### src/rtl/cache_ctrl_dm_pkg.sv
// Shared definitions for the direct-mapped cache controller.
// Bus/CPU request encodings, error codes, widths and the controller state type.
package cache_ctrl_dm_pkg;

  localparam int unsigned IOSTATEWIDTH = 2;
  localparam int unsigned ADDRWIDTH    = 16;
  localparam int unsigned WORDWIDTH    = 16;
  localparam int unsigned ERRWIDTH     = 2;

  // Request encodings shared by the CPU port and memBus; 2'b11 is illegal.
  localparam logic [IOSTATEWIDTH-1:0] IDEL = 2'd0;
  localparam logic [IOSTATEWIDTH-1:0] RD   = 2'd1;
  localparam logic [IOSTATEWIDTH-1:0] WT   = 2'd2;

  localparam logic [ERRWIDTH-1:0] ERR_NONE    = 2'd0;
  localparam logic [ERRWIDTH-1:0] ERR_TIMEOUT = 2'd1;
  localparam logic [ERRWIDTH-1:0] ERR_BADRW   = 2'd2;

  typedef enum logic [1:0] {
    CsIdle     = 2'd0,
    CsWbWait   = 2'd1,
    CsFillWait = 2'd2,
    CsResp     = 2'd3
  } cache_state_e;

endpackage

### src/rtl/cache_ctrl_dm_bus_hs.sv
// Bus handshake tracker shared by both wait states of the cache controller.
// Ports:
//   clk, reset  clock and asynchronous active-low reset
//   start       pulse on entry to a wait state: clears busy flag and counter
//   active      high while a wait state is occupied
//   ack         bus acknowledge (low = busy/not granted, high = idle/done)
//   done        completion: ack high after it has been seen low
//   timeout     transaction has been open for TIMEOUT wait cycles
module cache_bus_hs #(
  parameter int unsigned TIMEOUT = 1023
) (
  input  logic clk,
  input  logic reset,
  input  logic start,
  input  logic active,
  input  logic ack,
  output logic done,
  output logic timeout
);

  localparam int unsigned CNTW = $clog2(TIMEOUT + 1);

  logic            seen_busy_q;
  logic [CNTW-1:0] cnt_q;

  // Ack high before the bus has gone busy means the request was not yet accepted.
  assign done    = active && seen_busy_q && ack;
  assign timeout = active && !done && (cnt_q == CNTW'(TIMEOUT - 1));

  always_ff @(posedge clk or negedge reset) begin
    if (!reset) begin
      seen_busy_q <= 1'b0;
      cnt_q       <= '0;
    end else if (start) begin
      seen_busy_q <= 1'b0;
      cnt_q       <= '0;
    end else if (active) begin
      if (!ack) begin
        seen_busy_q <= 1'b1;
      end
      cnt_q <= cnt_q + 1'b1;
    end
  end

endmodule

### src/rtl/cache_ctrl_dm.sv
// Direct-mapped, write-back, write-allocate cache between a CPU port and one memBus requester.
// Ports:
//   clk, reset                       clock, asynchronous active-low reset
//   cpuRw, cpuAddr, cpuWdata         CPU request, held until cpuReady
//   cpuRdata, cpuReady               read data and one-cycle completion pulse
//   rwToBus, addrToBus, dataToBus    bus request (writeback or fill)
//   dataFromBus                      fill data
//   rdEnFromBus, wbDoneFromBus       read / write acknowledges
//   errReg                           sticky error code
module cache_ctrl_dm
  import cache_ctrl_dm_pkg::*;
#(
  parameter int unsigned LINES   = 16,
  parameter int unsigned TIMEOUT = 1023
) (
  input  logic                    clk,
  input  logic                    reset,
  input  logic [IOSTATEWIDTH-1:0] cpuRw,
  input  logic [ADDRWIDTH-1:0]    cpuAddr,
  input  logic [WORDWIDTH-1:0]    cpuWdata,
  output logic [WORDWIDTH-1:0]    cpuRdata,
  output logic                    cpuReady,
  output logic [IOSTATEWIDTH-1:0] rwToBus,
  output logic [ADDRWIDTH-1:0]    addrToBus,
  output logic [WORDWIDTH-1:0]    dataToBus,
  input  logic [WORDWIDTH-1:0]    dataFromBus,
  input  logic                    rdEnFromBus,
  input  logic                    wbDoneFromBus,
  output logic [ERRWIDTH-1:0]     errReg
);

  localparam int unsigned IDXW = $clog2(LINES);
  localparam int unsigned TAGW = ADDRWIDTH - IDXW;

  cache_state_e state_q, state_d;

  logic [TAGW-1:0]      tag_q  [LINES];
  logic [WORDWIDTH-1:0] line_q [LINES];
  logic [LINES-1:0]     valid_q, dirty_q;

  logic [IOSTATEWIDTH-1:0] bus_rw_q, bus_rw_d;
  logic [ADDRWIDTH-1:0]    bus_addr_q, bus_addr_d;
  logic [WORDWIDTH-1:0]    bus_data_q, bus_data_d;
  logic [WORDWIDTH-1:0]    rdata_q, rdata_d;
  logic [ERRWIDTH-1:0]     err_q, err_d;

  logic                 wr_en, wr_dirty, clr_dirty;
  logic [WORDWIDTH-1:0] wr_data;
  logic                 hs_start, hs_active, hs_ack, hs_done, hs_timeout;

  logic [IDXW-1:0] idx;
  logic [TAGW-1:0] tag;
  logic            req_ok, hit, victim_dirty;

  assign idx          = cpuAddr[IDXW-1:0];
  assign tag          = cpuAddr[ADDRWIDTH-1:IDXW];
  assign req_ok       = (cpuRw == RD) || (cpuRw == WT);
  assign hit          = valid_q[idx] && (tag_q[idx] == tag);
  assign victim_dirty = valid_q[idx] && dirty_q[idx];

  assign hs_active = (state_q == CsWbWait) || (state_q == CsFillWait);
  assign hs_ack    = (state_q == CsWbWait) ? wbDoneFromBus : rdEnFromBus;

  cache_bus_hs #(
    .TIMEOUT(TIMEOUT)
  ) u_bus_hs (
    .clk    (clk),
    .reset  (reset),
    .start  (hs_start),
    .active (hs_active),
    .ack    (hs_ack),
    .done   (hs_done),
    .timeout(hs_timeout)
  );

  always_ff @(posedge clk or negedge reset) begin
    if (!reset) begin
      state_q <= CsIdle;
    end else begin
      state_q <= state_d;
    end
  end

  always_comb begin
    state_d = state_q;
    unique case (state_q)
      CsIdle: begin
        if (cpuRw != IDEL) begin
          if (!req_ok || hit)              state_d = CsResp;
          else if (victim_dirty)           state_d = CsWbWait;
          else if (cpuRw == WT)            state_d = CsResp;
          else                             state_d = CsFillWait;
        end
      end
      CsWbWait: begin
        if (hs_done)         state_d = (cpuRw == RD) ? CsFillWait : CsResp;
        else if (hs_timeout) state_d = CsResp;
      end
      CsFillWait: begin
        if (hs_done || hs_timeout) state_d = CsResp;
      end
      CsResp:  state_d = CsIdle;
      default: state_d = CsIdle;
    endcase
  end

  always_comb begin
    bus_rw_d   = bus_rw_q;
    bus_addr_d = bus_addr_q;
    bus_data_d = bus_data_q;
    rdata_d    = rdata_q;
    err_d      = err_q;
    hs_start   = 1'b0;
    wr_en      = 1'b0;
    wr_dirty   = 1'b0;
    wr_data    = cpuWdata;
    clr_dirty  = 1'b0;
    unique case (state_q)
      CsIdle: begin
        if (req_ok) begin
          if (hit) begin
            if (cpuRw == RD) begin
              rdata_d = line_q[idx];
            end else begin
              wr_en    = 1'b1;
              wr_dirty = 1'b1;
            end
          end else if (victim_dirty) begin
            bus_rw_d   = WT;
            bus_addr_d = {tag_q[idx], idx};
            bus_data_d = line_q[idx];
            hs_start   = 1'b1;
          end else if (cpuRw == WT) begin
            // Whole-word write to a clean line needs no fill.
            wr_en    = 1'b1;
            wr_dirty = 1'b1;
          end else begin
            bus_rw_d   = RD;
            bus_addr_d = cpuAddr;
            hs_start   = 1'b1;
          end
        end else if (cpuRw != IDEL) begin
          err_d   = ERR_BADRW;
          rdata_d = '0;
        end
      end
      CsWbWait: begin
        if (hs_done) begin
          clr_dirty = 1'b1;
          bus_rw_d  = IDEL;
          if (cpuRw == RD) begin
            bus_rw_d   = RD;
            bus_addr_d = cpuAddr;
            hs_start   = 1'b1;
          end else begin
            wr_en    = 1'b1;
            wr_dirty = 1'b1;
          end
        end else if (hs_timeout) begin
          bus_rw_d = IDEL;
          err_d    = ERR_TIMEOUT;
          rdata_d  = '0;
        end
      end
      CsFillWait: begin
        if (hs_done) begin
          bus_rw_d = IDEL;
          wr_en    = 1'b1;
          wr_data  = dataFromBus;
          rdata_d  = dataFromBus;
        end else if (hs_timeout) begin
          bus_rw_d = IDEL;
          err_d    = ERR_TIMEOUT;
          rdata_d  = '0;
        end
      end
      CsResp:  ;
      default: ;
    endcase
  end

  always_ff @(posedge clk or negedge reset) begin
    if (!reset) begin
      bus_rw_q   <= IDEL;
      bus_addr_q <= '0;
      bus_data_q <= '0;
      rdata_q    <= '0;
      err_q      <= ERR_NONE;
      valid_q    <= '0;
      dirty_q    <= '0;
    end else begin
      bus_rw_q   <= bus_rw_d;
      bus_addr_q <= bus_addr_d;
      bus_data_q <= bus_data_d;
      rdata_q    <= rdata_d;
      err_q      <= err_d;
      if (clr_dirty) begin
        dirty_q[idx] <= 1'b0;
      end
      // A write-miss install after writeback overrides the dirty clear.
      if (wr_en) begin
        valid_q[idx] <= 1'b1;
        dirty_q[idx] <= wr_dirty;
      end
    end
  end

  // Tag and data storage need no reset; valid_q gates every use.
  always_ff @(posedge clk) begin
    if (wr_en) begin
      tag_q[idx]  <= tag;
      line_q[idx] <= wr_data;
    end
  end

  assign cpuReady  = (state_q == CsResp);
  assign cpuRdata  = rdata_q;
  assign rwToBus   = bus_rw_q;
  assign addrToBus = bus_addr_q;
  assign dataToBus = bus_data_q;
  assign errReg    = err_q;

endmodule

### config.mk
export PLATFORM = sky130hd
export DESIGN_NAME = cache_ctrl_dm
export DESIGN_NICKNAME = d
export VERILOG_FILES = /design/src/rtl/cache_ctrl_dm_pkg.sv /design/src/rtl/cache_ctrl_dm_bus_hs.sv /design/src/rtl/cache_ctrl_dm.sv
export SDC_FILE = /design/constraint.sdc
export NUM_CORES = 1
export LEC_CHECK = 0
export CAP_MARGIN = 20
export CORE_MARGIN = 1
export CORE_UTILIZATION = 36
export DETAILED_ROUTE_END_ITERATION = 6
export SYNTH_ARGS = -nofsm -noshare
export SYNTH_HDL_FRONTEND = slang
export SYNTH_SLANG_ARGS = --single-unit
### constraint.sdc
create_clock -name clk -period 7.11 [get_ports clk]
set_clock_uncertainty 0.15 [all_clocks]
set_input_delay 2.133 -clock clk [delete_from_list [all_inputs] [get_ports clk]]
set_output_delay 2.133 -clock clk [all_outputs]
set_load 0.02 [all_outputs]
==> flow_summary.ini, run 1 <==
[cts]
cts-root-buf = clkbuf_16
cts_resized = 0
cts.reportedPaths.clkPinSlew_ns = 0.06
cts_sinks = 545
insertion_delay_ns = 0.62
cts.path.max_buffers = 3
cts_hold_buf = 0
numCtsBuffers = 55
cts_setup_buffers = 0
cts_tree = yes
cts_htree_levels = 2

[floorplanning]
core_mm2 = 0.0617
dieArea_mm2 = 0.0634
die_w_um = 252
rows = 91
initial_utilization_pct = 36.4
die_h_um = 252
io_pins = 107

[layout]
area_growth_pct = 19.4
final_layout_size_suffix_gt1_share_pct = 24.9
stdcell_count = 2258
nets = 1438

[grt]
globalRouteTotalUtil_pct = 17.0
grt_pass1_wl_um = 80000
grt_max_degree = 58
overflow = 0
antenna_found_initial = 1
grt_pass1_vias = 12400

[timing]
tightest_slew_ns = 1.08
drv_slew = 0
hold_viol = 0
fin_crit_ns = 6.19
relSlewSlack_pct = 28.1
hold_ws_ns = 0.320
finalSetupViolCount = 0
max_freq_mhz = 161
finalCritPeriodShare_pct = 87.1
rsz0062_at_grt = false
timing.setup.tns_ns = 0

[job]
cap_viol_max_count = 0

[yosys]
postSynthAreaPerCell_um2 = 18.4
ys_types = 54
synth_area_mm2 = 0.0225
synthArstFlopShare_pct = 17.8
seq_area_frac_synth_pct = 70.6
synth_nets = 1289
synth_edf_count = 448
ys_warn_count = 0
synth-seq-cells = 545
ys.flop_type = edfxtp_1
syn_inst = 1224

[place]
io_buffer_count = 106
dp_hpwl_um = 33200
routabilityCongestion = 0.786
placedCellCount = 2150

[worst_setup_path]
start_kind = primary input
crit_top_cell = mux4_2
critPathRequiredTime_ns = 7.17
path_max_fanout = 28
critPathTopFamily = simple AND/OR/NAND/NOR gates
cp.arrival_ns = 6.26
slowest_delay_ns = 0.81
critPathCaptureType = flip-flop
cp_cell_sequence = buf_6 -> mux4_2 -> mux4_2 -> xnor2_1 -> inv_2 -> a2111oi_2 -> nor4b_4 -> a21oi_1 -> o221a_2 -> buf_4 -> nor2_4
critical_path_buf_inv_count = 3
slowest_stage = nor2_4
critPathKind = primary input to flip-flop

[pwr]
power.total_mw = 8.79
leakagePower_nw = 9.24
ir_drop_mv = 0.192
power.density_mw_per_mm2 = 327

[hold_path]
hold_path.class = flip-flop to flip-flop

[routing]
firstDrtPassIters = 5
drc_errors = 0
wirelength_um = 53000
drtAntennaViolNets = 0
via_count = 11800
avgRoutedWirePerCell_um = 23.5
viasPerCell = 5.23
drtIter0Drc = 1008

[outcome]
status = finished clean
per-stage QoR:
stage / worst slack [ns] / utilization (%) / instance area (um2)
after detailed placement: 0.191 / 40.2 / 24800
after global placement: 0.233 / 40.2 / 24800
after global routing: 0.703 / 43.5 / 26800
final: 0.915 / 43.5 / 26800
after floorplan: 0.535 / - / 22500
after CTS: 0.808 / 43.4 / 26800
sequential cells by signal (all words and copies together), names as in the netlist:
| register | flops |
|---|---|
| addrToBus | 16 |
| cpuRdata | 16 |
| dataToBus | 16 |
| dirty_q | 16 |
| errReg | 2 |
| line_q | 256 |
| rwToBus | 2 |
| state_q | 2 |
| tag_q | 192 |
| u_bus_hs.cnt_q | 10 |
| u_bus_hs.seen_busy_q | 1 |
| valid_q | 16 |
per-layer routing:
| layer | up-vias | GRT usage, % | share of wire [%] |
|---|---|---|---|
| met5 | - | 0 | 0.017 |
| met4 | 2 | 4.36 | 1.8 |
| met3 | 70 | 3.16 | 4.6 |
| met2 | 280 | 28.1 | 49 |
| met1 | 6284 | 23.0 | 45 |
| li1 | 5178 | - | - |
final timing paths:
path | from | to | slack [ns] | cells past startpoint
setup / recovery | cpuAddr[1] | line_q[9][7] | 0.92 | 11
hold / removal | valid_q[4] | valid_q[4] | 0.32 | 1
setup reg to reg | tag_q[11][4] | line_q[9][7] | 2.39 | 10
hold reg to reg | valid_q[4] | valid_q[4] | 0.32 | 1
max in group asynchronous | reset | addrToBus[4] | 4.18 | 2
min in group asynchronous | reset | u_bus_hs.cnt_q[9] | 1.41 | 1
cell usage in the layout (no fill, tap or decap), types with 3 or more instances in the layout:
cell type,netlist,layout
nand3_1,7,7
clkinvlp_4,0,7
nor2_4,0,16
o21ai_0,45,45
buf_12,0,4
o21bai_1,18,18
nand2_1,97,97
a22o_1,34,34
inv_1,12,12
ha_1,11,11
clkbuf_1,34,10
nor4_1,3,3
mux2i_1,52,52
clkinv_2,0,9
edfxtp_1,448,448
clkbuf_16,0,55
buf_4,5,46
nand2b_1,9,9
clkbuf_8,0,7
xnor2_1,13,13
clkdlybuf4s50_1,0,101
mux2_1,7,7
nand4_1,3,3
mux4_2,127,127
mux2_2,52,52
bufinv_16,0,8
dfrtp_1,97,97
a21oi_1,5,5
nor3_1,7,7
xor2_1,11,11
nor2_1,43,27
and2_1,4,4
a22oi_1,10,10
nand3b_1,3,3
buf_16,0,5
nor2b_1,6,6
final cells by class:
cell class	instances	area, um2
multi-input cells	599	6340
clock inverters	31	414
clock buffers	72	1510
well taps	837	1050
flip-flops and latches	545	15900
diodes	2	5.00
repair buffers	159	1600
inverters	13	48.8
fillers	5397	34900
where the power goes:
group / total (mW) / switching (mW) / leakage (nW) / internal (mW)
Sequential: 3.94 / 0.136 / 5.29 / 3.80
Combinational: 1.82 / 1.03 / 3.03 / 0.787
Clock: 3.04 / 1.24 / 0.919 / 1.80
Total: 8.79 / 2.40 / 9.24 / 6.39
cell families (layout without fill, tap and decap cells):
family / count (synthesis) / after routing / share of synthesized area, %
simple gates: 195 / 195 / 3.98
xor+xnor: 24 / 24 / 0.935
other cells: 0 / 2 / 0
buf+inv: 80 / 275 / 1.69
fa+ha+maj: 11 / 11 / 0.612
mux: 238 / 238 / 18.0
flops: 545 / 545 / 70.6
compound gates: 131 / 131 / 4.14
cell usage after synthesis (3+ instances only):
cell,n,share of area (%)
mux2_2,52,2.6
dfrtp_1,97,11
a22o_1,34,1.3
o21bai_1,18,0.60
nor3_1,7,0.16
buf_4,5,0.17
a22oi_1,10,0.33
o21ai_0,45,1.0
nor2_1,43,0.72
nand3_1,7,0.16
nor4_1,3,0.084
buf_1,9,0.15
nand2b_1,9,0.25
buf_2,13,0.29
a21oi_1,5,0.11
nor2b_1,6,0.17
nand3b_1,3,0.10
mux4_2,127,13
inv_1,12,0.20
xor2_1,11,0.43
clkbuf_1,34,0.57
xnor2_1,13,0.51
mux2i_1,52,2.3
edfxtp_1,448,60
and2_1,4,0.11
buf_6,6,0.30
nand2_1,97,1.6
nand4_1,3,0.084
mux2_1,7,0.35
ha_1,11,0.61
No activity file was read; power rests on OpenSTA's default activity.
==> run 2, diff against run 1 <==
--- a/config.mk
+++ b/config.mk
@@ -9,6 +9,7 @@
 export CORE_MARGIN = 1
 export CORE_UTILIZATION = 36
 export DETAILED_ROUTE_END_ITERATION = 6
+export SLEW_MARGIN = 10
 export SYNTH_ARGS = -nofsm -noshare
 export SYNTH_HDL_FRONTEND = slang
 export SYNTH_SLANG_ARGS = --single-unit
==> results of run 2 <==
The final DEF is identical to that of run 1; final timing and power are the same.
==> variant (config.mk and constraints of run 2) <==
`rdata_q` no longer has a reset.
--- a/src/rtl/cache_ctrl_dm.sv
+++ b/src/rtl/cache_ctrl_dm.sv
@@ -185,5 +185,4 @@
       bus_addr_q <= '0;
       bus_data_q <= '0;
-      rdata_q    <= '0;
       err_q      <= ERR_NONE;
       valid_q    <= '0;
@@ -193,5 +192,4 @@
       bus_addr_q <= bus_addr_d;
       bus_data_q <= bus_data_d;
-      rdata_q    <= rdata_d;
       err_q      <= err_d;
       if (clr_dirty) begin
@@ -204,4 +202,8 @@
       end
     end
+  end
+
+  always_ff @(posedge clk) begin
+    rdata_q <= rdata_d;
   end
 
Check against the original RTL: differs if reset is asserted again (counterexample within 4 cycles, from zero or initial values and one cycle with reset low); with reset held inactive, the same outputs for 4 cycles.
==> variant against run 2 <==
  * Worst setup slack about the same
  * Area after synthesis is 0.67% higher
  * Design area decreased by 0.83%
  * Register-to-register slack better by 0.26 ns
  * Wire length is 10% higher
  * Power is 1.9% lower
  * Sequential cell count stayed put
  * Hold slack is essentially flat
==> variant: results (changes against run 2) <==
| Metric | Value |
|---|---|
| Filler cells | `5,428 (+0.57%)` |
| Initial antenna violation count | `6 (+5)` |
| GP Congestion | `0.850 (+8.2%)` |
| Post-DP HPWL | `38.5 mm (+16%)` |
| First-pass GRT wire length | `85.8 mm (+7.4%)` |
| Non-clk buf share | `0.0561 (-0.00355)` |
| Vias in the first global route | `12,400 (-0.20%)` |
| RR Startpoint | `tag_q[8][0]` |
| WHS Endpoint | `valid_q[6]` |
| M1 GR Usage | `0.273 (+0.0423)` |
| Crit path largest cell delay | `0.77 ns (-0.04 ns)` |
| Pleak | `9.10 nW (-1.5%)` |
| Peak VDD IR | `165 uV (-14%)` |
| Adder-Cell Fraction of Synth Area | `0.00608 (-0.0000410)` |
| ANT cells | `1 (-1)` |
| Mapped Nets | `1,332 (+3.3%)` |
| Nets | `1,472 (+2.4%)` |
| Share of layout cells above drive strength 1 | `0.210 (-0.0394)` |
| CP Max Fanout | `39 (+39%)` |
| Met1 Routed Length | `26.0 mm (+9.6%)` |
| Top cells by count, synth | `464 x edfxtp_1, 118 x nand2_1, 108 x mux4_2` |
| Least-Margin Pin Slew | `1.05 ns (-0.0216 ns)` |
| Multi-In Gates | `638 (+6.5%)` |
| R2r setup slk | `2.65 ns (+0.26 ns)` |
| Drt total wl | `58.4 mm (+10%)` |
| Synth Area in Compound Gates | `0.0536 (+0.0122)` |
| Largest net degree at the start of global routing | `48 (-17%)` |
| Routed met3 length | `4.28 mm (+75%)` |
| Share of flip-flops with an asynchronous set or reset | `0.149 (-0.0294)` |
| Footprint of the multi-input gates | `6350 um^2 (+0.28%)` |
| Status | `complete, no violations` |
| Distinct cell type count after synthesis | `60 (+11%)` |
| Total CTS buffers | `53 (-3.6%)` |
| Mux share of post-synthesis cell area | `0.166 (-0.0140)` |
| Register area share after synthesis | `0.705 (-0.00119)` |
| Number of non-clock inverters | `16 (+3)` |
| Met3 Use GR | `0.0396 (+0.00808)` |
| Hold Crit Start | `valid_q[6]` |
| XOR/XNOR share of the synthesized area | `0.00890 (-0.000450)` |
| Synth top area cells | `edfxtp_1 62%, mux4_2 11%, dfrtp_1 9.0%, mux2i_1 2.6%, nand2_1 2.0%` |
| CP Capture Point | `line_q[3][5]` |
| Drt via density | `5.42 (+3.7%)` |
| Number of enable flip-flop cells after synthesis | `464 (+3.6%)` |
| DR iter-0 viols | `1,482 (+47%)` |
| WL met2 | `26.9 mm (+3.8%)` |
==> variant: changes by cell type after synthesis, moves of 13 or more <==
cell,before,now
nand2_1,97,118
mux4_2,127,108
mux2_2,52,35
dfrtp_1,97,81
edfxtp_1,448,464
a21oi_1,5,18
==> variant: report_power, final <==
group	total [mW]	internal [mW]	leakage (nW)	switching (mW)
clock	2.78	1.58	0.822	1.19
combinational	1.81	0.703	3.02	1.11
sequential	4.03	3.88	5.25	0.149
total	8.62	6.17	9.10	2.45
==> variant: through the flow <==
step / total power [mW] / setup WS (ns) / instance area (um^2) / utilization / std cells
5_1_grt: 8.93 / 0.631 / 26600 / 0.430 / 2289
3_3_place_gp: 5.86 / 0.358 / 24900 / 0.401 / 2187
4_1_cts: 8.67 / 0.906 / 26600 / 0.429 / 2287
6_report: 8.62 / 0.915 / 26600 / 0.430 / 2290
2_1_floorplan: 5.12 / 0.773 / 22600 / - / 1267
3_5_place_dp: 5.90 / 0.293 / 24900 / 0.401 / 2187
